===== config.mk =====
export PLATFORM = sky130hd
export DESIGN_NAME = unsigned_restoring_divider58_37
export DESIGN_NICKNAME = d
export VERILOG_FILES = /design/src/rtl/unsigned_restoring_divider58_37_pkg.sv /design/src/rtl/unsigned_restoring_divider58_37_trial_subtractor38.sv /design/src/rtl/unsigned_restoring_divider58_37.sv
export SDC_FILE = /design/constraint.sdc
export NUM_CORES = 1
export LEC_CHECK = 0
export BUFFER_PORTS_ARGS = -buffer_cell sky130_fd_sc_hd__buf_4
export CAP_MARGIN = 40
export CORE_ASPECT_RATIO = 1.2
export CORE_MARGIN = 1.5
export CORE_UTILIZATION = 58
export DETAILED_ROUTE_END_ITERATION = 8
export GPL_TIMING_DRIVEN = 1
export PLACE_DENSITY = 0.87
export SYNTH_ARGS = -nofsm -noshare
export SYNTH_HDL_FRONTEND = slang
export SYNTH_SLANG_ARGS = --single-unit

===== constraint.sdc =====
create_clock -name clk -period 37.9 [get_ports clk]
set_input_delay 7.58 -clock clk [delete_from_list [all_inputs] [get_ports clk]]
set_output_delay 7.58 -clock clk [all_outputs]
set_load 0.005 [all_outputs]

===== src/rtl/unsigned_restoring_divider58_37_pkg.sv =====
// Shared widths, state encoding and counter sizing for the
// 58/37 restoring divider.
package unsigned_restoring_divider58_37_pkg;

  localparam int DIVIDEND_W = 58;
  localparam int DIVISOR_W  = 37;
  localparam int CNT_W      = $clog2(DIVIDEND_W);

  localparam logic [1:0] S_IDLE = 2'd0;
  localparam logic [1:0] S_BUSY = 2'd1;
  localparam logic [1:0] S_DONE = 2'd2;

endpackage


===== src/rtl/unsigned_restoring_divider58_37_trial_subtractor38.sv =====
// Ripple-borrow subtractor used for the per-cycle trial compare.
// no_borrow is high when a >= b.
module trial_subtractor38
  import unsigned_restoring_divider58_37_pkg::*;
#(
  parameter int W = DIVISOR_W + 1
) (
  input  logic [W-1:0] a,
  input  logic [W-1:0] b,
  output logic [W-1:0] diff,
  output logic         no_borrow
);

  logic [W:0] brw;

  always_comb begin
    brw     = '0;
    diff    = '0;
    for (int i = 0; i < W; i++) begin
      diff[i]  = a[i] ^ b[i] ^ brw[i];
      brw[i+1] = (~a[i] & b[i]) | (~(a[i] ^ b[i]) & brw[i]);
    end
    no_borrow = ~brw[W];
  end

endmodule


===== src/rtl/unsigned_restoring_divider58_37.sv =====
// Multi-cycle unsigned restoring divider, one quotient bit per
// cycle, valid/ready on both the operand and result sides.
module unsigned_restoring_divider58_37
  import unsigned_restoring_divider58_37_pkg::*;
(
  input  logic                  clk,
  input  logic                  rst,
  input  logic                  in_valid,
  output logic                  in_ready,
  input  logic [DIVIDEND_W-1:0] dividend,
  input  logic [DIVISOR_W-1:0]  divisor,
  output logic                  out_valid,
  input  logic                  out_ready,
  output logic [DIVIDEND_W-1:0] quotient,
  output logic [DIVISOR_W-1:0]  remainder,
  output logic                  div_by_zero
);

  logic [1:0]            state_q, state_d;
  logic [CNT_W-1:0]      cnt_q, cnt_d;
  logic [DIVIDEND_W-1:0] q_q, q_d;
  logic [DIVISOR_W:0]    r_q, r_d;
  logic [DIVISOR_W-1:0]  d_q, d_d;
  logic                  dbz_q, dbz_d;

  logic [DIVISOR_W:0]    trial;
  logic [DIVISOR_W:0]    diff;
  logic                  no_borrow;
  logic                  r_top_unused;

  assign trial = {r_q[DIVISOR_W-1:0], q_q[DIVIDEND_W-1]};

  trial_subtractor38 #(.W(DIVISOR_W + 1)) u_sub (
    .a         (trial),
    .b         ({1'b0, d_q}),
    .diff      (diff),
    .no_borrow (no_borrow)
  );

  always_comb begin
    state_d = state_q;
    cnt_d   = cnt_q;
    q_d     = q_q;
    r_d     = r_q;
    d_d     = d_q;
    dbz_d   = dbz_q;
    unique case (1'b1)
      state_q == S_IDLE: begin
        if (in_valid) begin
          d_d   = divisor;
          cnt_d = CNT_W'(DIVIDEND_W - 1);
          if (divisor == '0) begin
            q_d     = '1;
            r_d     = {1'b0, dividend[DIVISOR_W-1:0]};
            dbz_d   = 1'b1;
            state_d = S_DONE;
          end else begin
            q_d     = dividend;
            r_d     = '0;
            dbz_d   = 1'b0;
            state_d = S_BUSY;
          end
        end
      end
      state_q == S_BUSY: begin
        // Restore by simply keeping the shifted value when the trial borrows
        r_d   = no_borrow ? diff : trial;
        q_d   = {q_q[DIVIDEND_W-2:0], no_borrow};
        cnt_d = cnt_q - 1'b1;
        if (cnt_q == '0) state_d = S_DONE;
      end
      state_q == S_DONE: begin
        if (out_ready) state_d = S_IDLE;
      end
      default: state_d = S_IDLE;
    endcase
  end

  always_ff @(posedge clk) begin
    if (rst) begin
      state_q <= S_IDLE;
      cnt_q   <= '0;
      q_q     <= '0;
      r_q     <= '0;
      d_q     <= '0;
      dbz_q   <= 1'b0;
    end else begin
      state_q <= state_d;
      cnt_q   <= cnt_d;
      q_q     <= q_d;
      r_q     <= r_d;
      d_q     <= d_d;
      dbz_q   <= dbz_d;
    end
  end

  assign r_top_unused = r_q[DIVISOR_W];
  assign in_ready     = (state_q == S_IDLE);
  assign out_valid    = (state_q == S_DONE);
  assign quotient     = q_q;
  assign remainder    = r_q[DIVISOR_W-1:0];
  assign div_by_zero  = dbz_q;

endmodule


==> key figures <==
Route
  – Average wire per standard cell: ~18 um
  – Metal2 WL: roughly 11,000 um
  – DRC viols: 0
  – DRC marker count from the first detailed-route iteration: 629
  – WL met1: 8650 um
  – Wire length on met3: roughly 1500 um
  – Routed vias: roughly 7,400
  – DRT Pass-1 Iters: 5
  – Via density: 6.20
  – Highest Signal Layer: met4
  – Final ANT Viol Nets: 0
  – Overall routed net length: approximately 22,000 um

Placed design
  – Port bufs: 196
  – Final GP Congestion: a little over 0.8
  – Dpl cells: approximately 1,200
  – Placed wire-length estimate: approximately 14,000 um
  – Pre-CTS setup slack: roughly 22 ns

Critical path
  – Setup crit start kind: flip-flop
  – Data required, critical path: roughly 38 ns
  – Critical Path End Type: flip-flop
  – Family with the most delay on the worst path: adder cells
  – Crit Path Class: reg -> reg
  – Worst path bufs/invs: 2
  – CP max FO: 20
  – Slowest-stage cell, CP: nand2b_2
  – Crit path arrival time: 16.92 ns
  – CP most frequent cell: fa_1
  – Crit path largest cell delay: between 0.5 and 0.6 ns

Finish
  – Antenna diode count: 0
  – Area grow syn2layout: 28.0%
  – Most frequent cells in the layout: buf_4 (205), dfxtp_1 (141), nand2_1 (112), nor2_1 (78), a21oi_1 (67)
  – Most common cell after layout, fill and taps aside: buf_4
  – Finished Layout Cells: between 1,000 and 1,500
  – Layout Nets: ~1,100
  – Layout cell share with drive strength beyond 1: 0.265

Run status
  – Status: finished, final reports clean

Clock network
  – Root buffer cell: clkbuf_16
  – Hold-fix buffers, CTS: 0
  – H-tree Lvls: 4
  – CTS Sinks: 141
  – Cts repair resizes: 0
  – Clock Path Buffers: 2
  – Clk slew on worst S/H paths: roughly 0.060 ns
  – CTS tree: done
  – TritonCTS Buffers: 17
  – Postcts setup bufs: 0
  – Worst skew pair latency: between 0.4 and 0.5 ns

STA
  – Worst setup margin: about 21 ns
  – Crit path time final: ~17 ns
  – Worst Skew: 0.0103 ns
  – Tcrit/Tclk final: 0.438
  – Least-Margin Pin Slew: just over 0.9 ns
  – Setup violations, final: 0
  – Setup TNS: 0 ns
  – Endpoints failing hold: 0
  – Pins over their slew limit: 0
  – Slew headroom: 0.391
  – Max Clk Rate: 60.2 MHz
  – RSZ-0062 raised after global routing: no
  – Hold_ws: 0.472 ns

Synth
  – FF+latch count, synth: 141
  – Proportion of synthesized chip area in sequential cells: 0.375
  – Synth warnings: 0
  – FFs w/ async S/R, synth: 0
  – Top FF cell, synth: dfxtp_1
  – Netlist Area Pre-Place: between 7000 and 8000 um^2
  – Synthesized net count: about 1,000
  – Synth Area per Inst: just under 9 um^2
  – Synth Instances: 863
  – Post-synth EDFFs: 0
  – Synth unique cells: 38

Floorplanning
  – Chip height: about 130 um
  – Die Wd: approximately 110 um
  – Initial Util: 0.594
  – Core area: approximately 13,000 um^2
  – Rows: between 40 and 50
  – Die Area: 13,700 um^2
  – I/O pins: between 150 and 200

Global routing
  – Antenna violations before repair: 0
  – Global-route usage over all layers: 0.313
  – Global-route wire length before repair: roughly 34,000 um
  – GR Overflow Total: 0
  – Vias in the first global route: between 6,000 and 7,000
  – Pin count of the biggest net entering global routing: slightly above 80

Power and ir drop
  – Leakage: about 0.0037 uW
  – VDD IR max: between 0.00009 and 0.0001 V
  – PwrDens: about 71 nW/um^2

Run
  – Max-cap viol count: 0

Min path
  – Worst hold path class: reg -> reg
==> through the flow <==
stage	total power (uW)	util	instance area, um^2
final	681	0.761	9640
after detailed placement	503	0.712	9020
after floorplan	403	-	7530
after CTS	681	0.761	9640
after global placement	477	0.706	8940
after global routing	723	0.761	9640
==> metal layers <==
| layer | vias up | global-route usage |
|---|---|---|
| li1 | 3424 | - |
| met1 | 3538 | 0.395 |
| met2 | 329 | 0.530 |
| met3 | 59 | 0.0630 |
| met4 | 0 | 0.115 |
| met5 | - | 0 |
==> cell usage after synthesis, drive strengths merged, types with 3 or more instances <==
master,instances,share of area
a31oi,59,0.066
or3,37,0.031
inv,41,0.020
a22oi,37,0.037
o221ai,22,0.026
nand2b,3,0.0025
o22ai,38,0.032
nor4,9,0.0075
nor2,79,0.040
a21oi,67,0.045
nand2,113,0.057
buf,35,0.025
xnor2,3,0.0035
mux2i,36,0.048
clkbuf,47,0.023
nor2b,3,0.0025
dfxtp,141,0.37
nand3,3,0.0020
o2111ai,37,0.043
fa,36,0.096
ha,3,0.0050
==> worst paths after layout <==
kind | start | end | slack [ns] | cells past startpoint
hold / removal | d_q[0]$_SDFFE_PP0P_ | d_q[0]$_SDFFE_PP0P_ | 0.47 | 2
setup / recovery | quotient[57]$_SDFFE_PP0P_ | r_q[31]$_SDFFE_PP0P_ | 21.29 | 43
setup reg to reg | quotient[57]$_SDFFE_PP0P_ | r_q[31]$_SDFFE_PP0P_ | 21.29 | 43
hold reg to reg | d_q[0]$_SDFFE_PP0P_ | d_q[0]$_SDFFE_PP0P_ | 0.47 | 2
==> cells by family (layout without fill, tap and decap cells) <==
| logic type | count (synthesis) | in the layout | share of synthesized area |
|---|---|---|---|
| flops | 141 | 141 | 0.375 |
| compound gates | 265 | 265 | 0.252 |
| mux | 36 | 36 | 0.0478 |
| fa+ha+maj | 39 | 39 | 0.101 |
| simple gates | 255 | 255 | 0.152 |
| xor+xnor | 4 | 4 | 0.00465 |
| buf+inv | 123 | 281 | 0.0685 |
==> state kept, by name, summed over array words and instances, names as in the netlist <==
register and count:
d_q 37, state_q 2, cnt_q 6, r_q 37, quotient 58, div_by_zero 1
==> worst min-delay path, stage by stage (launching register included) <==
cell and delay, ns:
dfxtp_1 0.32, nand2_1 0.06, a21oi_1 0.05
==> report_power, final <==
part	internal [uW]	switching, uW	total [uW]
sequential	171	22.7	193
clock	107	65.4	173
combinational	155	160	315
==> final cells by class <==
class	instances	area, um^2
clock buffers	19	453
fillers	949	3030
inverters	41	154
well taps	164	205
flip-flops and latches	141	2820
clock inverters	13	165
multi-input cells	599	4220
repair buffers	208	1610
No activity file was read; power rests on OpenSTA's default activity.
